$ cat src/rtl/mcmult_sched.sv
// Round-robin scheduler sharing one multi-cycle multiplier among NREQ
// requesters. A grant latches the winner's operands onto the multiplier
// port, holds them for the mode's cycle count (plus any result latency)
// and returns the sampled product tagged with the requester index.
module mcmult_sched #(
  parameter int NREQ    = 2,
  parameter int N       = 8,
  parameter int M       = 8,
  parameter int OW      = 16,
  parameter int RES_LAT = 0
) (
  input  logic                     clk,
  input  logic                     rst,
  input  logic [NREQ-1:0]          req_valid,
  output logic [NREQ-1:0]          req_ready,
  input  logic [2*NREQ-1:0]        req_mode,
  input  logic [N*NREQ-1:0]        req_a,
  input  logic [M*NREQ-1:0]        req_b,
  output logic                     mul_start,
  output logic [1:0]               mul_mode,
  output logic [N-1:0]             mul_a,
  output logic [M-1:0]             mul_b,
  input  logic [OW-1:0]            mul_out,
  output logic                     resp_valid,
  output logic [$clog2(NREQ)-1:0]  resp_id,
  output logic [OW-1:0]            resp_data,
  output logic                     busy
);

  localparam int IW = $clog2(NREQ);
  // Wide enough to hold RES_LAT, and at least one bit when RES_LAT is 0.
  localparam int WW = $clog2(RES_LAT + 2);

  typedef enum logic [1:0] {IDLE, RUN, WAIT} state_t;

  state_t          state_reg;
  logic [IW-1:0]   rr_ptr_reg;
  logic [IW-1:0]   id_reg;
  logic [2:0]      cnt_reg;
  logic [WW-1:0]   wcnt_reg;

  logic [N-1:0]    a_arr    [NREQ];
  logic [M-1:0]    b_arr    [NREQ];
  logic [1:0]      mode_arr [NREQ];

  logic [IW-1:0]   grant_idx;
  logic            grant_found;

  // Split the flat per-requester buses into indexable arrays.
  for (genvar gi = 0; gi < NREQ; gi++) begin : g_unpack
    assign a_arr[gi]    = req_a[gi*N +: N];
    assign b_arr[gi]    = req_b[gi*M +: M];
    assign mode_arr[gi] = req_mode[gi*2 +: 2];
  end

  // Mode 00 is one cycle, 01 is two, both 1x encodings run the full 8x8.
  function automatic logic [2:0] cyc_of(input logic [1:0] m);
    case (m)
      2'b00:   cyc_of = 3'd1;
      2'b01:   cyc_of = 3'd2;
      default: cyc_of = 3'd4;
    endcase
  endfunction

  // Scan from the requester after the last winner, wrapping, and pick the
  // first valid one; only offered while idle and out of reset.
  always_comb begin
    int idx;
    idx         = 0;
    grant_idx   = '0;
    grant_found = 1'b0;
    if (state_reg == IDLE && !rst) begin
      for (int k = 1; k <= NREQ; k++) begin
        idx = (int'(rr_ptr_reg) + k) % NREQ;
        if (!grant_found && req_valid[idx]) begin
          grant_found = 1'b1;
          grant_idx   = IW'(idx);
        end
      end
    end
    req_ready = grant_found ? ({{(NREQ-1){1'b0}}, 1'b1} << grant_idx) : '0;
  end

  assign busy = (state_reg != IDLE);

  // Operation sequencer: grant, hold operands through RUN, wait out the
  // result latency, then emit a one-cycle tagged response.
  always_ff @(posedge clk) begin
    if (rst) begin
      state_reg  <= IDLE;
      rr_ptr_reg <= IW'(NREQ - 1);
      id_reg     <= '0;
      cnt_reg    <= '0;
      wcnt_reg   <= '0;
      mul_start  <= 1'b0;
      mul_mode   <= '0;
      mul_a      <= '0;
      mul_b      <= '0;
      resp_valid <= 1'b0;
      resp_id    <= '0;
      resp_data  <= '0;
    end else begin
      mul_start  <= 1'b0;
      resp_valid <= 1'b0;
      case (state_reg)
        IDLE: begin
          if (grant_found) begin
            rr_ptr_reg <= grant_idx;
            id_reg     <= grant_idx;
            mul_a      <= a_arr[grant_idx];
            mul_b      <= b_arr[grant_idx];
            mul_mode   <= mode_arr[grant_idx];
            mul_start  <= 1'b1;
            cnt_reg    <= cyc_of(mode_arr[grant_idx]);
            state_reg  <= RUN;
          end
        end
        RUN: begin
          if (cnt_reg == 3'd1) begin
            if (RES_LAT == 0) begin
              resp_valid <= 1'b1;
              resp_data  <= mul_out;
              resp_id    <= id_reg;
              state_reg  <= IDLE;
            end else begin
              wcnt_reg   <= WW'(RES_LAT);
              state_reg  <= WAIT;
            end
          end else begin
            cnt_reg <= cnt_reg - 3'd1;
          end
        end
        WAIT: begin
          if (wcnt_reg == WW'(1)) begin
            resp_valid <= 1'b1;
            resp_data  <= mul_out;
            resp_id    <= id_reg;
            state_reg  <= IDLE;
          end else begin
            wcnt_reg <= wcnt_reg - WW'(1);
          end
        end
        default: state_reg <= IDLE;
      endcase
    end
  end

endmodule

$ cat config.mk
export PLATFORM = sky130hd
export DESIGN_NAME = mcmult_sched
export DESIGN_NICKNAME = d
export VERILOG_FILES = /design/src/rtl/mcmult_sched.sv
export SDC_FILE = /design/constraint.sdc
export NUM_CORES = 1
export LEC_CHECK = 0
export CORE_ASPECT_RATIO = 1.2
export CORE_MARGIN = 3
export CORE_UTILIZATION = 42
export CTS_CLUSTER_DIAMETER = 120
export DETAILED_ROUTE_END_ITERATION = 6
export PLACE_DENSITY = 0.93
export SLEW_MARGIN = 20
export SYNTH_ARGS = -nofsm -noshare
export SYNTH_HDL_FRONTEND = slang
export SYNTH_SLANG_ARGS = --single-unit
$ cat constraint.sdc
create_clock -name clk -period 3.5 [get_ports clk]
set_input_delay 0.35 -clock clk [delete_from_list [all_inputs] [get_ports clk]]
set_output_delay 0.35 -clock clk [all_outputs]
set_load 0.05 [all_outputs]
==> results.md, run 1 <==
- Main flop type after synthesis: dfxtp_1
- Fin crit share: 62.58%
- Register area: approximately 860 um^2
- HPWL after DPL: between 3000 and 4000 um
- CTS tree: done
- Die height: between 70 and 80 um
- Worst min path class: reg -> reg
- Layout area overhead: 54.42%
- Global-route wire length before repair: between 7000 and 8000 um
- Minimum clock period after layout: 2190 ps
- Largest regs: resp_data: 16 flops, mul_a: 8 flops, mul_b: 8 flops
- Total gr overflow: 0
- TritonCTS buffer count: 5
- Final net count: 351
- Reg with most FFs: resp_data
- Post-route ant nets: 0
- Register-to-register setup slack: 1590 ps
- Root Driver: clkbuf_8
- Slowest CP cell: clkdlybuf4s50_1
- WP buf/inv: 1
- Area of the multi-input gates: just under 900 um^2
- Critical Path Fanout Max: 10
- Total GRT Usage: a little under a fifth
- Fillers: roughly 310
- Final Max Tran Viols: 0
- Hold Path Cell Cnt: 2
- Largest delay contributor family on the critical path: buffers and inverters
- Worst Tran Pin Value: ~600 ps
- Slew margin rel.: between 50% and 60%
- Critical R2R Launch: state_reg[0]
- Final setup vio count: 0
- Maximum vdd ir drop: about 0.00022 V
- Die footprint: between 0.005 and 0.006 mm^2
- Starting Density: ~46%
- Crit path launch type: register
- Core area: between 0.004 and 0.005 mm^2
- Largest register FFs: 16
- Hold Fails Final Rpt: 0
- RSZ-0062 raised after global routing: false
- # IOs: between 90 and 100
- Post-synth EDFFs: 0
- Cell row count: 25
- Clock buffer depth: 2
- P_leak: approximately 1.1 nW
- Reg clk slew, reported paths: 70 ps
- Met3 wire len: between 500 and 600 um
- Routed len/inst: approximately 14 um
- Clock skew: around 4.3 ps
- Syn Inst Count: just over 200
- MaxCap Viol Count: 0
- Ys async rst share: 0%
- Met1 wire length: around 1800 um
- Status: completed
- Hold path endpoint: resp_data[13]
- Max Fclk: 456.6 MHz
- Vias: around 1.8k
- I/O Buffers: 95
- Antenna cells: 0
- Initial antenna violation count: 0
- Reg2reg path depth: 6
- Hold Buf Count CTS: 0
- Synth unique cells: 30
- FF+latch count, synth: between 40 and 50
- Layout Cells excl Fill: around 350
- Crit Path Class: reg -> out
- Final WL: between 4000 and 5000 um
- Vias/cell: between 5 and 6
- GP Congestion: between 0.7 and 0.8
- Vias in the first global route: roughly 1.7k
- Postcts setup bufs: 0
- DR pass1 iterations: 5
- Sequential fraction of the synthesis area: between 40% and 50%
- Met2 wire length: around 2300 um
- Worst-path cell chain: clkdlybuf4s50_1
- CP Capture Type: output port
- Clk_lat worst skew: around 290 ps
- Post-synthesis average cell area: 9.163 um^2
- Worst EP required: between 3000 and 4000 ps
- Die W: 66.90 um
- YS warnings: 0
- Drt drc: 0
- Max stage delay on crit path: 910 ps
- Largest net degree at the start of global routing: 45
- Cell Area, Synth: between 0.0015 and 0.002 mm^2
- Top sig layer: met4
- Setup TNS: 0 ps
- Hold Path Origin: resp_data[13]
- Clock H-tree levels: 2
- First DRT Iteration DRCs: 82
- Pwr/cell area: around 410 mW/mm^2
- Layout cells sized above 1: a little over 6%
- Post-Synthesis Net Count: ~260
- Placed insts: 340
- RR Endpoint: cnt_reg[2]
- Post_cts resized: 0
- Clock sinks: 43
- Arr. time, crit path: 1840 ps
==> cells in the mapped netlist (3+ instances only) <==
master / count / area share, %
mux2i_1: 17 / 9.1
nand2_1: 37 / 7.4
buf_4: 3 / 1.2
nand3b_1: 20 / 8.0
clkbuf_1: 5 / 1.0
nor2_1: 5 / 1.0
inv_1: 3 / 0.60
dfxtp_1: 43 / 46
o21ai_1: 3 / 0.80
a21oi_1: 21 / 5.6
o21ai_0: 17 / 4.6
buf_6: 5 / 3.0
==> routing by layer <==
layer	vias to the layer above	GRT usage [%]
li1	877	-
met1	796	20.27
met2	86	32.44
met3	6	7.779
met4	0	4.868
met5	-	0
==> final cells by class <==
cell class              count  area share (%)
inverters                   6          0.8669
multi-input cells         140           30.00
clock buffers               7           2.644
well taps                  54           2.341
repair buffers             97           34.16
flip-flops and latches     43           29.82
clock inverters             1          0.1734
==> logic make-up after synthesis <==
family                   count (synthesis)  synth area share [%]
AND/OR/NAND/NOR                         70                 20.55
AO/OA/AOI/OAI                           51                 15.33
multiplexers                            17                 9.103
adder cells (fa/ha/maj)                  2                 1.338
buffers and inverters                   21                 7.630
flip-flops                              43                 46.05
==> report_power, final <==
group / switching, mW / internal, mW
Combinational: 0.184 / 0.144
Clock: 0.155 / 0.140
Sequential: 0.0235 / 0.523
Total: 0.363 / 0.808
==> worst max path at each step <==
stage	from	end	slack, ps	depth (start not counted)
floorplan	state_reg[0]	req_ready[0]	1400	5
global placement	req_valid[0]	cnt_reg[2]	1350	7
detailed placement	req_valid[0]	cnt_reg[2]	1250	7
CTS	state_reg[0]	busy	1290	1
global route	state_reg[0]	busy	1230	1
finish	state_reg[0]	busy	1310	1
==> stage by stage <==
step / area, um^2 / setup slack [ps] / total power, mW / hold WS [ps] / utilization (%)
global placement: 2805 / 1345 / 0.8808 / 441.2 / 68.46
floorplan: 1869 / 1398 / 0.7520 / 432.3 / -
finish: 2887 / 1310 / 1.170 / 455.6 / 70.44
CTS: 2887 / 1292 / 1.185 / 456.2 / 70.44
detailed placement: 2805 / 1254 / 0.8871 / 445.6 / 68.46
global route: 2887 / 1225 / 1.230 / 472.1 / 70.44
==> tightest hold or removal path, delay by kind of cell (launching register included) <==
kind,cells,cell delay [ps]
DFF,1,310
and+or+nand+nor,1,50
AOI/OAI and AO/OA,1,50
==> layout by cell type, fill, tap and decap left out <==
cell              n
clkdlybuf4s50_1  93
dfxtp_1          43
nand2_1          37
a21oi_1          21
nand3b_1         20
mux2i_1          17
o21ai_0          17
nor2_1            5
clkbuf_8          5
inv_1             3
o21ai_1           3
or2_1             2
inv_2             2
a22oi_1           2
nand2b_1          2
a211o_1           2
a211oi_1          2
ha_1              2
clkbuf_1          2
buf_4             2
buf_12            2
nor2_8            1
a21boi_2          1
nand2_4           1
inv_4             1
nand2b_2          1
nor2_4            1
a311oi_1          1
a31oi_1           1
o31ai_1           1
clkinv_2          1
Note: power is estimated with default switching activity, not from simulation.
==> run 2, diff against run 1 <==
--- a/config.mk
+++ b/config.mk
@@ -7,10 +7,10 @@
 export LEC_CHECK = 0
 export CORE_ASPECT_RATIO = 1.2
 export CORE_MARGIN = 3
-export CORE_UTILIZATION = 42
+export CORE_UTILIZATION = 39
 export CTS_CLUSTER_DIAMETER = 120
 export DETAILED_ROUTE_END_ITERATION = 6
-export PLACE_DENSITY = 0.93
+export PLACE_DENSITY = 0.88
 export SLEW_MARGIN = 20
 export SYNTH_ARGS = -nofsm -noshare
 export SYNTH_HDL_FRONTEND = slang
==> constraint.sdc (replaced) <==
create_clock -name clk -period 2.05 [get_ports clk]
set_input_delay 0.205 -clock clk [delete_from_list [all_inputs] [get_ports clk]]
set_output_delay 0.205 -clock clk [all_outputs]
set_load 0.05 [all_outputs]
==> run 2 against run 1 <==
  * Register-to-register slack got worse by 1100 ps
  * Largest cell class unchanged
  * Wire length barely moved
  * Worst setup slack worse by 1100 ps
  * Power up 86%
  * Critical path depth up 3
  * Final cell count increased by 1.1%
  * Non-clock buffer count is 2 higher
  * First-iteration DRC count decreased by 40%
  * Combinational power increased by 72%
  * Sequential power up 70%
  * Die area is 7.0% higher
  * Sequential share of layout area down 0.64 points
==> results.md, run 2 (synthesis results as in run 1) <==
- Commonest non-fill, non-tap cell in the layout: clkdlybuf4s50_1
- Reg clk slew, reported paths: 80 ps (about the same)
- TritonCTS buffer count: 5 (unchanged)
- Hold Buf Count CTS: 0 (unchanged)
- Final setup vio count: 0 (unchanged)
- Vias: 1715 (-2.8%)
- Post_cts resized: 0 (unchanged)
- Crit path launch type: register
- Clock skew: 10.18 ps (+5.927 ps)
- Largest net degree at the start of global routing: 45 (unchanged)
- GP Congestion: 0.7839 (+5.8%)
- Drt drc: 0 (unchanged)
- Hold Path Cell Cnt: 2 (unchanged)
- CP Capture Type: output port
- Die W: 69.20 um (+3.4%)
- Post-route ant nets: 0 (unchanged)
- Hold path endpoint: resp_data[11]
- Largest regs: resp_data: 16 flops, mul_a: 8 flops, mul_b: 8 flops
- Logic gate share of total power: 26.0% (-2.1 points)
- Psw: 0.6322 mW (+74%)
- Initial antenna violation count: 0 (unchanged)
- Worst min path class: reg -> reg
- Postcts setup bufs: 0 (unchanged)
- DR pass1 iterations: 4 (-1)
- Register area: 860.8 um^2 (unchanged)
- Power share of the clock group: 31.1% (+5.9 points)
- HPWL after DPL: 3536 um (+1.3%)
- Reg2reg path depth: 4 (-2)
- Pwr/cell area: 735.7 mW/mm^2 (+81%)
- I/O Buffers: 95 (unchanged)
- Final net count: 353 (+0.57%)
- Final Max Tran Viols: 0 (unchanged)
- Die footprint: 0.005663 mm^2 (+7.0%)
- Slew margin rel.: 61.56% (+1.6 points)
- Layout cells sized above 1: 7.770% (+1.6 points)
- Total GRT Usage: 16.34% (-2.2 points)
- Clock buffer depth: 2 (unchanged)
- Total gr overflow: 0 (unchanged)
- Minimum clock period after layout: ~1800 ps
- Clock H-tree levels: 2 (unchanged)
- Antenna cells: 0 (unchanged)
- Hold Fails Final Rpt: 0 (unchanged)
- Routed len/inst: 13.36 um (-1.1%)
- Largest register FFs: 16 (unchanged)
- Fin crit share: between 80 and 90%
- Reg with most FFs: resp_data
- Vias in the first global route: 1607 (-7.2%)
- Register-to-register setup slack: 510 ps (-1080 ps)
- Most frequent cells in the layout: 92 x clkdlybuf4s50_1, 43 x dfxtp_1, 37 x nand2_1
- Maximum vdd ir drop: 0.0004522 V (+100%)
- Setup TNS: 0 ps (unchanged)
- First DRT Iteration DRCs: 49 (-40%)
- RR Endpoint: resp_data[3]
- P_leak: 1.162 nW (+3.1%)
- Fillers: 401 (+29%)
- Global-route wire length before repair: 7507 um (-1.3%)
- Root Driver: clkbuf_8
- Pint: 1.538 mW (+91%)
- Status: completed
- # IOs: 96 (unchanged)
- Sequential power share: 42.9% (-3.8 points)
- MaxCap Viol Count: 0 (unchanged)
- RSZ-0062 raised after global routing: false
- Die height: 81.84 um (+3.5%)
- Area of the multi-input gates: 865.8 um^2 (unchanged)
- Layout area overhead: 57.83%
- Sw Ratio: 29.12% (-1.9 points)
- Cell row count: 26 (+4.0%)
- Vias/cell: 4.872 (-3.9%)
- Starting Density: 42.25% (-3.4 points)
- Max Fclk: 550.4 MHz
- Clock sinks: 43 (unchanged)
- Arr. time, crit path: 1610 ps (-230 ps)
- Clk_lat worst skew: 300 ps (about the same)
- Core area: 0.004424 mm^2 (+8.0%)
- Critical Path Fanout Max: 10 (unchanged)
- Design Area, Final: 0.002950 mm^2 (+2.2%)
- Hold Path Origin: resp_data[11]
- Critical R2R Launch: state_reg[0]
- Final WL: 4701 um (about the same)
- Crit Path Class: reg -> out
- Worst Tran Pin Value: 576.6 ps (-24.30 ps)
- CTS tree: done
- Worst EP required: 1850 ps (-1300 ps)
- Dpl cell area: 0.002833 mm^2 (+0.98%)
run 2: metrics by stage:
stage / worst slack (ps) / utilization (%) / power (mW) / std cells / hold slack (ps)
final: 233.2 / 66.69 / 2.171 / 352 / 454.6
after global routing: 110.1 / 66.69 / 2.251 / 352 / 469.0
after CTS: 207.3 / 66.69 / 2.193 / 352 / 452.3
after detailed placement: 279.7 / 64.03 / 1.517 / 344 / 446.0
after global placement: 331.2 / 64.03 / 1.509 / 344 / 440.9
after floorplan: 92.98 / - / 1.284 / 204 / 341.0
run 2: worst max-delay path, cell delays in order, from the launching register on:
cell,delay [ps]
dfxtp_1,460
nor2_8,200
nand2_1,230
nor2_1,260
buf_12,170
run 2: cell type report:
type	instances	area share [%]
timing repair buffer	99	34.27
multi-input combinational	140	29.35
clock inverter	2	1.187
clock buffer	6	2.799
sequential	43	29.18
inverter	6	0.8482
tap	56	2.375
run 2: how the worst max path moves through the flow:
| stage | start | end | slack, ps | cells after the start |
|---|---|---|---|---|
| floorplan | state_reg[0] | req_ready[0] | 90 | 5 |
| global placement | req_valid[0] | cnt_reg[2] | 330 | 6 |
| detailed placement | req_valid[1] | mul_b[4] | 280 | 6 |
| CTS | state_reg[0] | req_ready[0] | 210 | 4 |
| global route | state_reg[0] | req_ready[0] | 110 | 4 |
| finish | state_reg[0] | req_ready[0] | 230 | 4 |
run 2: power groups by stage:
stage               Clock, mW  Sequential, mW  Combinational [mW]
detailed placement          0           0.950               0.567
global placement            0           0.948               0.561
global route            0.714           0.938               0.599
CTS                     0.692           0.931               0.570
finish                  0.675           0.930               0.565
floorplan                   0            1.10               0.179
run 2: layer usage:
layer | wire length, um | global-route usage (%)
met5 | 0 | 0
met4 | 36 | 5.273
met3 | 417 | 7.099
met2 | 2195 | 28.05
met1 | 2052 | 18.36
